<file path="src/rtl/edl_pio_pkg.sv">
// Shared register map and encodings for the edge-detecting input PIO.
package edl_pio_pkg;

    localparam logic [1:0] ADDR_DATA = 2'd0;
    localparam logic [1:0] ADDR_RSVD = 2'd1;
    localparam logic [1:0] ADDR_MASK = 2'd2;
    localparam logic [1:0] ADDR_EDGE = 2'd3;

    localparam int unsigned EDGE_NONE    = 0;
    localparam int unsigned EDGE_RISING  = 1;
    localparam int unsigned EDGE_FALLING = 2;
    localparam int unsigned EDGE_ANY     = 3;

    localparam int unsigned IRQ_LEVEL = 0;
    localparam int unsigned IRQ_EDGE  = 1;

    function automatic logic [31:0] edge_select(input logic [31:0] rise,
                                                input logic [31:0] fall,
                                                input int unsigned etype);
        logic [31:0] ev;
        ev = '0;
        case (etype)
            EDGE_RISING:  ev = rise;
            EDGE_FALLING: ev = fall;
            EDGE_ANY:     ev = rise | fall;
            default:      ev = '0;
        endcase
        return ev;
    endfunction

endpackage

</file>
<file path="src/rtl/edl_pio_sync.sv">
// Multi-bit flop-chain synchroniser; zero stages is a wire-through for already-synchronous inputs.
module edl_pio_sync #(
    parameter int unsigned WIDTH  = 32,
    parameter int unsigned STAGES = 2
) (
    input  logic             clk,
    input  logic             reset_n,
    input  logic [WIDTH-1:0] din,
    output logic [WIDTH-1:0] dout
);

    if (STAGES == 0) begin : g_bypass
        assign dout = din;
    end else begin : g_chain
        logic [WIDTH-1:0] chain_q [STAGES];

        always_ff @(posedge clk or negedge reset_n) begin
            if (!reset_n) begin
                for (int i = 0; i < STAGES; i++) chain_q[i] <= '0;
            end else begin
                chain_q[0] <= din;
                for (int i = 1; i < STAGES; i++) chain_q[i] <= chain_q[i-1];
            end
        end

        assign dout = chain_q[STAGES-1];
    end

endmodule

</file>
<file path="src/rtl/edl_pio_in_edge.sv">
// Avalon-MM input PIO with synchroniser, per-bit edge capture and level/edge interrupt.
module edl_pio_in_edge
    import edl_pio_pkg::*;
#(
    parameter int unsigned DATA_WIDTH  = 32,
    parameter int unsigned SYNC_STAGES = 2,
    parameter int unsigned EDGE_TYPE   = EDGE_RISING,
    parameter int unsigned IRQ_TYPE    = IRQ_LEVEL,
    parameter bit          BIT_CLEAR   = 1'b1,
    parameter logic [31:0] RESET_MASK  = '0
) (
    input  logic                  clk,
    input  logic                  reset_n,
    input  logic [1:0]            address,
    input  logic                  chipselect,
    input  logic                  write_n,
    input  logic [31:0]           writedata,
    input  logic [DATA_WIDTH-1:0] in_port,
    output logic                  irq,
    output logic [31:0]           readdata
);

    if (DATA_WIDTH < 1 || DATA_WIDTH > 32) begin : g_bad_width
        $error("edl_pio_in_edge: DATA_WIDTH must be 1..32");
    end
    if (SYNC_STAGES > 3) begin : g_bad_sync
        $error("edl_pio_in_edge: SYNC_STAGES must be 0..3");
    end
    if (IRQ_TYPE == IRQ_EDGE && EDGE_TYPE == EDGE_NONE) begin : g_bad_irq
        $error("edl_pio_in_edge: edge IRQ requires an edge source");
    end

    logic [DATA_WIDTH-1:0] data_s;
    logic [DATA_WIDTH-1:0] prev_q;
    logic [DATA_WIDTH-1:0] cap_q, cap_d;
    logic [DATA_WIDTH-1:0] mask_q;
    logic [DATA_WIDTH-1:0] event_v;
    logic [DATA_WIDTH-1:0] clr;
    logic [31:0]           ev_all;
    logic [31:0]           readdata_d;
    logic [1:0]            arm_cnt_q;
    logic                  armed_q;
    logic                  wr_en;

    edl_pio_sync #(
        .WIDTH  (DATA_WIDTH),
        .STAGES (SYNC_STAGES)
    ) u_sync (
        .clk     (clk),
        .reset_n (reset_n),
        .din     (in_port),
        .dout    (data_s)
    );

    assign wr_en = chipselect & ~write_n;

    always_comb begin
        ev_all  = edge_select(32'(data_s & ~prev_q), 32'(~data_s & prev_q), EDGE_TYPE);
        // Until the chain and prev have flushed post-reset, any apparent edge is fake.
        event_v = armed_q ? ev_all[DATA_WIDTH-1:0] : '0;

        clr = '0;
        if (wr_en && address == ADDR_EDGE) begin
            clr = BIT_CLEAR ? writedata[DATA_WIDTH-1:0] : '1;
        end
        // OR the event in after clearing so a same-cycle edge is never lost.
        cap_d = (cap_q & ~clr) | event_v;

        readdata_d = '0;
        unique case (address)
            ADDR_DATA: readdata_d[DATA_WIDTH-1:0] = data_s;
            ADDR_MASK: readdata_d[DATA_WIDTH-1:0] = mask_q;
            ADDR_EDGE: readdata_d[DATA_WIDTH-1:0] = cap_q;
            default:   readdata_d = '0;
        endcase

        if (IRQ_TYPE == IRQ_EDGE) irq = |(cap_q & mask_q);
        else                      irq = |(data_s & mask_q);
    end

    always_ff @(posedge clk or negedge reset_n) begin
        if (!reset_n) begin
            arm_cnt_q <= '0;
            armed_q   <= 1'b0;
        end else if (!armed_q) begin
            arm_cnt_q <= arm_cnt_q + 2'd1;
            if (arm_cnt_q == 2'(SYNC_STAGES)) armed_q <= 1'b1;
        end
    end

    always_ff @(posedge clk or negedge reset_n) begin
        if (!reset_n) begin
            prev_q   <= '0;
            cap_q    <= '0;
            mask_q   <= RESET_MASK[DATA_WIDTH-1:0];
            readdata <= '0;
        end else begin
            prev_q   <= data_s;
            cap_q    <= cap_d;
            readdata <= readdata_d;
            if (wr_en && address == ADDR_MASK) mask_q <= writedata[DATA_WIDTH-1:0];
        end
    end

endmodule

</file>
<file path="config.mk">
export PLATFORM = sky130hd
export DESIGN_NAME = edl_pio_in_edge
export DESIGN_NICKNAME = d
export VERILOG_FILES = /design/src/rtl/edl_pio_pkg.sv /design/src/rtl/edl_pio_sync.sv /design/src/rtl/edl_pio_in_edge.sv
export SDC_FILE = /design/constraint.sdc
export NUM_CORES = 1
export LEC_CHECK = 0
export ABC_AREA = 1
export BUFFER_PORTS_ARGS = -buffer_cell sky130_fd_sc_hd__buf_2
export CORE_MARGIN = 8
export CORE_UTILIZATION = 60
export DETAILED_ROUTE_END_ITERATION = 10
export GPL_TIMING_DRIVEN = 1
export PLACE_DENSITY = 0.92
export SYNTH_ARGS = -nofsm -noshare
export SYNTH_HDL_FRONTEND = slang
export SYNTH_HIERARCHICAL = 1
export SYNTH_SLANG_ARGS = --single-unit
</file>
<file path="constraint.sdc">
create_clock -name clk -period 1.7 [get_ports clk]
set_input_delay 0.085 -clock clk [delete_from_list [all_inputs] [get_ports clk]]
set_output_delay 0.085 -clock clk [all_outputs]
set_load 0.03 [all_outputs]
</file>
After elaboration in Yosys (flattened, before gate mapping)
Index checks and enable logic that the tools add are counted.

Register bits after elaboration: 195. Logic and storage cells: 29. Bits of input ports: 70. Output and inout bits: 33.

Add/subtract/negate cells: 1. Bitwise logic cells: 8. Multiplexer cells: 5. Eq/ne operators: 3. Reductions and logical operators: 4.

Operators by type and width (count): $and 32x32->32 (3); $pmux 32 s3 (1); $mux 32 (2); $not 32->32 (2); $or 32x32->32 (1); $reduce_or 32->1 (1); $eq 2x2->1 const B (3); $add 2x1->2 const B (1); $logic_and 1x1->1 (2); $logic_not 2->1 (1); $mux 1 (2); $and 1x1->1 (1); $not 1->1 (1).

Longest topological paths before layout
Gate-level depths: netlist of run 1.

Word-level depth: 7. Gate-level depth with buffers: 7. Mapped depth without buffers: 6.

By module
The synthesis of run 1 kept the hierarchy.

By module, submodules not included: edl_pio_in_edge (cells an instance 557, times used 1, seq. area each 3278.1 µm², area each 5102.4 µm²); edl_pio_sync (cells an instance 96, times used 1, seq. area each 1601.5 µm², area each 1841.8 µm²).

Worst setup path after synthesis of run 1
OpenSTA, ideal clock, no wires.

Path kind: flip-flop to output port. Start: reg u_sync.g_chain.chain_q (netlist bit u_sync/dout[20]). End: out irq. Stages on the path, launching flop included: 8. Arrival time: 0.976 ns. Path slack: 0.639 ns. Data required time: 1.615 ns. Buffers on the path: 1. Path through: dfrtp_1 > buf_4 > nand2_1 > nand2_1 > nor2_1 > nand2_1 > nor2_1 > nand2_1.

Longest elaborated chain between the ends: 2.

RTL lines: start: declaration (RTL line edl_pio_sync.sv:15) `logic [WIDTH-1:0] chain_q [STAGES];`; $and 32x32->32 (RTL line edl_pio_in_edge.sv:78) `else irq = |(data_s & mask_q);`; $reduce_or 32->1 (RTL line edl_pio_in_edge.sv:78); end: declaration (RTL line edl_pio_in_edge.sv:19) `output logic irq,`.

Every way passes these cells.

Worst setup path after layout of run 1
Start: reg u_sync.g_chain.chain_q (netlist bit u_sync/dout[7]). End: out irq.

Same word-level chain as after synthesis.

==> run_results.csv, run 1 <==
group,metric,value,unit
drt,wl_per_cell,18.7,um
floorplanning,pin_count,103,
worst_hold_path,hold_depth,4,
worst_hold_path,hp-class,"in -> reg",
layout,fin_nets,885,
drt,vias_per_cell,5.52,
synthesis,yosys.area_share.simple,15.7,%
synthesis,netlist_area,6940,sq um
sta,max_slew.worst_pin.slew,0.690,ns
sta,grt_setup_unrepaired,"true",
layout,diodes,0,
sta,finalHoldViolCount,0,
clocking,cts-root-buf,"clkbuf_16",
critical_path,r2r-start,"armed_q$_DFF_PN0_",
critical_path,rr_worst_depth,3,
sta,fmax,588,MHz
critical_path,crit_arrival,1.61,ns
critical_path,worst_path_max_delay_cell,"dfrtp_1",
synthesis,synth_compound_area_share,6.56,%
clocking,htree_levels,4,
placed_design,dp_hpwl,10500,um
global_routing,grt_overflow_total,0,
critical_path,worst_path_most_repeated_cell,"nand2_1",
floorplanning,fp.dieW,124,um
job,drv_cap,0,
critical_path,cp_cell_sequence,"nand2_1 -> nand2_2 -> nor2_2 -> nand2_1 -> nor2_2 -> nand2_1 -> buf_6",
global_routing,grt_pass1_vias,5630,
global_routing,track_usage,24.6,%
sta,fin_crit_sh,100,%
sta,finalWorstSetupSlack,0.000279,ns
layout,syn2layout_area_growth,26.4,%
sta,setup-violations-final,0,
global_routing,grt_max_degree,68,
global_routing,antenna_found_initial,0,
critical_path,startpoint_type,"flop",
drt,via_count,5354,
critical_path,cp.required,1.62,ns
drt,final_antenna_net_count,0,
synthesis,syn_nets,724,
placed_design,finalWeightedCongestion,0.791,
placed_design,port_buffers,102,
floorplanning,core-area,11400,sq um
layout,drive_gt1_share,21.4,%
worst_hold_path,worstHoldStart,"write_n",
sta,maxSlewViolCount,0,
floorplanning,dieHeight,124,um
sta,fin_worst_skew,0.00935,ns
clocking,cts_buffers,17,
critical_path,reg2reg_to,"cap_q[9]$_DFF_PN0_",
power,peakVddDrop,1250,uV
synthesis,yosys.area.top_type_share,70.3,%
status,status,"finished, final reports clean",
synthesis,syn-instance-count,653,
drt,finalWirelength,18100,um
floorplanning,start_util,61.1,%
synthesis,yosys.area.top_type,"dfrtp_1",
critical_path,critPathKind,"reg -> out",
sta,timing.hold.ws,0.0373,ns
synthesis,synthMuxAreaShare,0,%
floorplanning,die_area,15300,sq um
power,power,0.0104,W
drt,drtIter0Drc,599,
sta,finalSetupTns,0,ns
clocking,clk_pin_slew,0.07,ns
critical_path,worstPathMaxFanout,4,
critical_path,r2r_setup_slack,0.63,ns
placed_design,dp_worst_setup_slack,0.383,ns
synthesis,yosysUniqueCellTypes,17,
synthesis,synth_top_family_by_area,"simple AND/OR/NAND/NOR gates",
synthesis,syn_area_per_cell,10.6,sq um
global_routing,grt_pass1_wl,28100,um
power,p_leak,4.36,nW
worst_hold_path,worstHoldEndpoint,"mask_q[13]$_DFFE_PN0P_",
synthesis,synth_xor_area_share,0.126,%
clocking,ctsLongestPathBuffers,2,
floorplanning,rows,39,
clocking,worst_skew_pair.late_latency,0.43,ns
clocking,clkSinkCount,195,
drt,drc,0,
synthesis,synth-seq-cells,195,
synthesis,yosysWarnings,6,
drt,firstDrtPassIters,6,
synthesis,synth.area.top_cells,"dfrtp_1 (70%), nand2_1 (12%), o21ai_1 (6.2%), buf_4 (3.5%), nand3_1 (2.3%)",
sta,maxSlewHeadroom,54.0,%
critical_path,end_kind,"output port",
synthesis,ys_seq_area_share,70.3,%
sta,period_needed,1.70,ns
critical_path,max_stage_delay,0.42,ns
synthesis,synthAdderAreaFrac,0.180,%
clocking,cts_tree,"yes",
power,power.density,1190,nW/um^2
-- routing by layer --
layer	vias to the layer above	track usage, %	wire length, um
met5	-	0	0
li1	2347	-	-
met3	70	6.57	1370
met4	0	14.6	784
met2	310	41.9	9580
met1	2627	27.4	6410
-- how the worst max path moves through the flow --
stage,start,endpoint,slack [ns],cells past startpoint
after global routing,u_sync/dout[7]$_DFF_PN0_,irq,-0.09,7
final,u_sync/dout[7]$_DFF_PN0_,irq,0.0003,7
after floorplan,u_sync/dout[20]$_DFF_PN0_,irq,0.64,7
after global placement,write_n,mask_q[16]$_DFFE_PN0P_,0.45,6
after CTS,u_sync/dout[23]$_DFF_PN0_,irq,0.007,7
after detailed placement,write_n,mask_q[21]$_DFFE_PN0P_,0.38,6
-- critical path: cells and delay by family, from the launching register on --
kind | cells | cell delay [ns]
flip-flops | 1 | 0.42
AND/OR/NAND/NOR | 6 | 0.62
buffers and inverters | 1 | 0.14
-- power breakdown --
part / internal [W] / switching [W] / total, W
logic: 0.000470 / 0.000777 / 0.00125
registers: 0.00503 / 0.000254 / 0.00528
clock network: 0.00221 / 0.00167 / 0.00388
-- cell type report --
class	instances	area, sq um
clock buffers	20	447
well taps	143	179
repair buffers	195	1410
multi-input cells	368	1590
clock inverters	12	130
fillers	651	2590
flip-flops and latches	195	4880
inverters	37	139
-- metrics by stage --
step                cell area, sq um  util [%]  std cells
floorplan                       6940         -        653
global placement                7430      65.3        861
detailed placement              7430      65.3        861
CTS                             8660      76.2        958
global route                    8780      77.2        970
finish                          8780      77.2        970
-- Yosys cell counts --
cell type  number
buf_2          16
buf_4          32
buf_6           3
clkbuf_1        2
dfrtp_1       195
ha_1            1
inv_1          35
inv_2           2
nand2_1       221
nand2_2         2
nand3_1        32
nor2_1         18
nor2_4          1
o21ai_0         5
o21ai_1        86
or2_2           1
xnor2_1         1
-- what timing repair did --
item                       in CTS  in global routing
pin swaps                       0                 13
setup buffers                   0                 12
hold buffers                   65                  0
resized for setup               3                 10
cloned                          0                  0
setup endpoints to repair       1                  1
hold endpoints to repair      137                  0
-- cells by family after synthesis --
family / after synthesis
adder cells (fa/ha/maj): 1
AO/OA/AOI/OAI: 91
flip-flops: 195
buffers and inverters: 90
AND/OR/NAND/NOR: 275
XOR/XNOR: 1
-- state kept, by name (all words and copies together), names as in the netlist --
name,cells
readdata,32
arm_cnt_q,2
u_sync/dout,32
armed_q,1
mask_q,32
cap_q,32
u_sync/g_chain.chain_q,32
prev_q,32
-- cells in the final DEF, fill, tap and decap left out, types with 12 or more instances in the layout --
master | Yosys | routed
clkbuf_16 | 0 | 17
inv_1 | 35 | 35
dfrtp_1 | 195 | 195
nand2_1 | 221 | 216
o21ai_1 | 86 | 86
nor2_1 | 18 | 12
buf_4 | 32 | 26
buf_2 | 16 | 100
nand3_1 | 32 | 32
dlygate4sd3_1 | 0 | 65
(Power assumes the default switching activity.)
==> run 2: changes to the inputs <==
- CTS_BUF_LIST: unset -> sky130_fd_sc_hd__clkbuf_4
- PLACE_DENSITY: 0.92 -> 0.93
- SYNTH_HIERARCHICAL: 1 -> unset
==> run 2 against run 1 <==
Net effect:
- the flow now finishes with violations (negative setup slack)
- combinational power grew 23%
- setup slack worse by 0.24 ns
- routed wire length is 20% higher
- cell count increased by 3.0%
- sequential power hardly changed
- first-iteration DRC count grew 45%
- largest power group unchanged
==> run_results.csv, run 2 <==
group,metric,value,unit
layout,syn2layout_area_growth,31.2,%
drt,finalWirelength,21700,um
synthesis,yosys.area.top_type,"dfrtp_1",
floorplanning,pin_count,103,
sta,period_needed,1.94,ns
floorplanning,die_area,14800,sq um
placed_design,finalWeightedCongestion,0.778,
synthesis,ys.flop_type,"dfrtp_1",
synthesis,syn_area_per_cell,10.8,sq um
synthesis,synth.most_common_cell,"nand2_1",
layout,utilization,80.8,%
sta,fin_crit_sh,114,%
layout,final_cell_mix,"nand2_1 (212), dfrtp_1 (195), buf_2 (100)",
drt,drc,0,
global_routing,grt_pass1_vias,6225,
clocking,clk_pin_slew,0.15,ns
sta,fin_worst_skew,0.0207,ns
power,p_leak,4.41,nW
critical_path,rr_worst_depth,4,
sta,setup-violations-final,1,
critical_path,startpoint_type,"flop",
critical_path,r2r-start,"armed_q$_DFF_PN0_",
critical_path,reg2reg_to,"cap_q[15]$_DFF_PN0_",
layout,drive_gt1_share,24.8,%
power,seq_power_share,55.3,%
clocking,ctsLongestPathBuffers,2,
worst_hold_path,hp-class,"in -> async",
drt,firstDrtPassIters,7,
global_routing,met2_usage,45.8,%
synthesis,syn_nets,692,
floorplanning,start_util,61.6,%
synthesis,ys_seq_area_share,72.8,%
power,swShare,28.6,%
floorplanning,fp.dieW,122,um
sta,finalWorstSetupSlack,-0.243,ns
critical_path,cp.required,1.62,ns
drt,drtIter0Drc,866,
power,peakVddDrop,818,uV
synthesis,syn-instance-count,621,
placed_design,port_buffers,102,
sta,finalHoldViolCount,0,
global_routing,grt_max_degree,67,
layout,final_common_cell,"nand2_1",
synthesis,synth.top_cells.by_count,"nand2_1 (221), dfrtp_1 (195), o21ai_1 (86)",
drt,via_count,6004,
global_routing,track_usage,27.9,%
drt,final_antenna_net_count,0,
critical_path,worstPathMaxFanout,2,
global_routing,grt_overflow_total,0,
clocking,cts-root-buf,"clkbuf_4",
clocking,worst_skew_pair.late_latency,0.57,ns
global_routing,grt_pass1_wl,31300,um
drt,wl_per_cell,21.8,um
sta,maxSlewViolCount,0,
sta,maxSlewHeadroom,50.1,%
placed_design,dp_hpwl,10300,um
global_routing,met1_usage,31.1,%
synthesis,yosysWarnings,0,
global_routing,met3_usage,8.56,%
critical_path,critPathKind,"reg -> out",
global_routing,antenna_found_initial,1,
floorplanning,core-area,10900,sq um
layout,fin_nets,917,
global_routing,top_usage_layer,"met2",
floorplanning,dieHeight,122,um
floorplanning,rows,38,
power,switchingPower,0.00273,W
job,drv_cap,0,
status,violations,"negative setup slack",
synthesis,yosys.area.top_type_share,72.8,%
critical_path,crit_arrival,1.86,ns
synthesis,yosysUniqueCellTypes,16,
clocking,cts_buffers,17,
sta,grt_setup_unrepaired,"true",
synthesis,netlist_area,6700,sq um
power,share_comb_of_total_power,16.1,%
synthesis,synth_edf_count,0,
clocking,htree_levels,4,
sta,max_slew.worst_pin.slew,0.748,ns
synthesis,synth.area.top_cells,"dfrtp_1 (73%), nand2_1 (12%), o21ai_1 (6.4%), nand3_1 (2.4%), inv_1 (2.0%)",
status,status,"finished, violations left",
power,power.density,1090,nW/um^2
critical_path,end_kind,"output port",
layout,fillCellCount,527,
power,p_int,0.00682,W
clocking,cts_tree,"yes",
power,p_clk_share,28.6,%
synthesis,synth-seq-cells,195,
critical_path,r2r_setup_slack,0.16,ns
sta,fmax,515,MHz
synthesis,ys_async_sr_fraction,100,%
clocking,clkSinkCount,195,
drt,vias_per_cell,6.01,
placed_design,dp_worst_setup_slack,0.333,ns
run 2: changes by cell type after synthesis, sizes merged:
cell / delta
buf: -32
run 2: cell families after synthesis:
group,share of synthesized area [%]
AND/OR/NAND/NOR,16.2
buffers and inverters,3.88
flip-flops,72.8
adder cells (fa/ha/maj),0.187
XOR/XNOR,0.131
AO/OA/AOI/OAI,6.79
run 2: per-stage QoR:
step,hold WS (ns),area [sq um],std cells,power (W),TNS [ns]
4_1_cts,0.0424,8670,987,0.00923,-0.0691
6_report,0.0571,8790,999,0.00954,-0.243
5_1_grt,0.0646,8790,999,0.00985,-0.302
2_1_floorplan,-0.211,6700,621,0.00588,0
3_3_place_gp,0.106,7400,853,0.00628,0
3_5_place_dp,0.115,7400,853,0.00637,0
run 2: critical path: stages, from the launching register on:
cell and delay, ns:
dfrtp_1 0.42, nand2_1 0.11, nand2_1 0.09, nor2_1 0.20
nand2_1 0.14, nor2_4 0.12, nand2_2 0.06, buf_6 0.14
run 2: area by class of cell:
class	count	area (sq um)	area share (%)
Antenna cell	1	2.50	0.0285
Clock buffer	20	150	1.71
Clock inverter	11	161	1.84
Inverter	37	139	1.58
Multi-Input combinational cell	368	1620	18.4
Sequential cell	195	4880	55.5
Tap cell	140	175	1.99
Timing Repair Buffer	227	1660	18.9
run 2: worst max-delay path by stage:
stage	from	endpoint	slack [ns]	cells past startpoint
floorplan	u_sync.dout[20]$_DFF_PN0_	irq	0.72	6
global placement	write_n	cap_q[1]$_DFF_PN0_	0.44	6
detailed placement	write_n	cap_q[9]$_DFF_PN0_	0.33	6
CTS	u_sync.dout[2]$_DFF_PN0_	irq	-0.07	7
global route	u_sync.dout[31]$_DFF_PN0_	irq	-0.30	7
finish	u_sync.dout[31]$_DFF_PN0_	irq	-0.24	7
run 2: repair_timing:
action	4_1_cts	5_1_grt
gates cloned	0	0
pin swaps	8	11
hold buffers	65	0
endpoints found under the setup margin	1	1
setup buffers	38	11
resized for setup	9	12
endpoints found under the hold margin	291	0
run 2: power groups by stage:
stage | sequential [W] | clock [W] | combinational, W
final | 0.00528 | 0.00273 | 0.00154
after floorplan | 0.00545 | 0 | 0.000425
after detailed placement | 0.00534 | 0 | 0.00103
after global routing | 0.00530 | 0.00291 | 0.00164
after CTS | 0.00522 | 0.00267 | 0.00133
after global placement | 0.00530 | 0 | 0.000971
run 2: metal layers:
layer | up-vias | part of all wire (%)
li1 | 2409 | -
met1 | 2837 | 32
met2 | 571 | 49
met3 | 187 | 11
met4 | 0 | 7.5
met5 | - | 0
==> run 3: changes to the inputs <==
- GPL_TIMING_DRIVEN: 1 -> 0
==> run 3 against run 2 <==
Net effect:
- largest power group unchanged
- highest routed layer unchanged
- register-to-register slack improved by 0.07 ns
- the run still ends with negative setup slack left
- first-iteration DRC count fell by 3.7%
- die area did not move
- clock skew rose by 0.0015 ns
- worst hold slack got worse by 0.029 ns
- sequential power barely moved
==> run_results.csv, run 3 (synthesis gave the netlist of run 2 again) <==
group,metric,value,unit
status,status,"finished, violations left",
status,violations,"negative setup slack",
power,seq_power_share,54.9,%
sta,maxSlewViolCount,0,
layout,fillCellCount,544,
power,swShare,27.0,%
layout,diodes,0,
placed_design,dp_hpwl,10800,um
placed_design,placedCellCount,864,
clocking,cts_buffers,17,
sta,maxSlewHeadroom,57.2,%
power,p_clk_share,31.0,%
floorplanning,start_util,61.6,%
critical_path,worst_path_most_repeated_cell,"nand2_1",
critical_path,max_stage_delay,0.45,ns
clocking,clk_pin_slew,0.16,ns
drt,vias_per_cell,5.75,
critical_path,critPathLaunch,"u_sync.dout[19]$_DFF_PN0_",
drt,via_count,5719,
drt,firstDrtPassIters,6,
sta,max_slew.worst_pin.slew,0.641,ns
floorplanning,dieHeight,122,um
power,p_int,0.00701,W
critical_path,cp_cell_sequence,"nand2_1 -> nand2_1 -> nor2_2 -> nand2_1 -> nor2_2 -> nand2_2 -> buf_6",
critical_path,worstPathMaxFanout,2,
clocking,cts_tree,"yes",
critical_path,crit_cells,7,
critical_path,worst_path_max_delay_cell,"dfrtp_1",
critical_path,critPathKind,"reg -> out",
clocking,cts-root-buf,"clkbuf_4",
sta,fin_crit_sh,114,%
layout,syn2layout_area_growth,30.3,%
clocking,clkSinkCount,195,
sta,finalHoldViolCount,0,
critical_path,reg2reg_to,"cap_q[14]$_DFF_PN0_",
critical_path,crit_family,"simple AND/OR/NAND/NOR gates",
sta,fin_worst_skew,0.0222,ns
sta,grt_setup_unrepaired,"true",
drt,wl_per_cell,19.6,um
placed_design,finalWeightedCongestion,0.857,
floorplanning,core-area,10900,sq um
critical_path,path_buf_inv,1,
layout,utilization,80.2,%
global_routing,track_usage,26.3,%
power,peakVddDrop,927,uV
floorplanning,rows,38,
global_routing,grt_pass1_vias,5993,
critical_path,r2r-start,"armed_q$_DFF_PN0_",
global_routing,grt_pass1_wl,29700,um
critical_path,cp.required,1.62,ns
job,drv_cap,0,
placed_design,port_buffers,102,
floorplanning,fp.dieW,122,um
clocking,ctsLongestPathBuffers,2,
worst_hold_path,hp-class,"in -> async",
power,switchingPower,0.00259,W
placed_design,dp_worst_setup_slack,0.434,ns
layout,final_cells,994,
critical_path,startpoint_type,"flop",
critical_path,crit_arrival,1.85,ns
layout,fin_nets,914,
sta,finalWorstSetupSlack,-0.239,ns
critical_path,r2r_setup_slack,0.23,ns
critical_path,end_kind,"output port",
sta,period_needed,1.94,ns
clocking,worst_skew_pair.late_latency,0.59,ns
power,p_leak,4.39,nW
critical_path,crit_end,"irq",
drt,finalWirelength,19500,um
drt,drc,0,
sta,setup-violations-final,1,
floorplanning,pin_count,103,
sta,fmax,516,MHz
power,share_comb_of_total_power,14.1,%
layout,final_cell_mix,"nand2_1 (219), dfrtp_1 (195), buf_2 (116)",
power,power.density,1100,nW/um^2
critical_path,rr_worst_depth,3,
global_routing,grt_overflow_total,0,
layout,drive_gt1_share,22.6,%
global_routing,grt_max_degree,121,
clocking,htree_levels,4,
sta,timing.hold.ws,0.0280,ns
drt,final_antenna_net_count,0,
drt,drtIter0Drc,834,
layout,final_common_cell,"nand2_1",
global_routing,antenna_found_initial,0,
floorplanning,die_area,14800,sq um
==> run 3: what timing repair did <==
| item | in CTS | in global routing |
|---|---|---|
| gates resized for setup | 4 | 6 |
| buffers inserted | 17 | 12 |
| pin swaps | 1 | 3 |
| cloned | 0 | 0 |
| endpoints found under the hold margin | 185 | 0 |
| hold buffers | 71 | 0 |
| endpoints found under the setup margin | 1 | 3 |
==> run 3: worst min-delay path by stage <==
stage / start / endpoint
after floorplan: reset_n / arm_cnt_q[0]$_DFFE_PN0N_
after global placement: in_port[2] / u_sync.g_chain.chain_q[34]$_DFF_PN0_
after detailed placement: reset_n / u_sync.g_chain.chain_q[41]$_DFF_PN0_
after CTS: reset_n / readdata[5]$_DFF_PN0_
after global routing: reset_n / readdata[7]$_DFF_PN0_
final: reset_n / readdata[7]$_DFF_PN0_
==> run 3: layout make-up <==
cell class                      count  area (sq um)  area share, %
Buffer                             21           121           1.39
Clock buffer                       19           143           1.63
Clock inverter                     11           210           2.41
Inverter                           37           139           1.59
Multi-Input combinational cell    368          1580           18.1
Sequential cell                   195          4880           55.9
Tap cell                          140           175           2.01
Timing Repair Buffer              203          1490           17.0
==> run 3: per-stage QoR <==
| stage | total power [W] | TNS [ns] | area, sq um |
|---|---|---|---|
| after floorplan | 0.00588 | 0 | 6700 |
| after global placement | 0.00626 | -433.85 | 7390 |
| after detailed placement | 0.00637 | 0 | 7430 |
| after CTS | 0.00943 | -0.143 | 8630 |
| after global routing | 0.00991 | -0.376 | 8730 |
| final | 0.00960 | -0.239 | 8730 |
==> run 3: power groups by stage <==
stage	registers (W)	clock network (W)	logic [W]
CTS	0.00524	0.00295	0.00124
detailed placement	0.00534	0	0.00103
global route	0.00530	0.00315	0.00146
finish	0.00528	0.00297	0.00135
floorplan	0.00545	0	0.000425
global placement	0.00530	0	0.000957
==> run 3: layer usage <==
layer	track usage [%]	wire length, um
met1	28.7	6590
met2	43.3	9710
met3	9.58	1980
met4	16.5	1210
met5	0	0
==> run 3: worst register-to-register path: cells and delay by family, from the launching register on <==
family,cells,cell delay [ns]
AND/OR/NAND/NOR,1,0.18
AO/OA/AOI/OAI,1,0.25
flip-flops,1,0.42
buffers and inverters,1,0.52
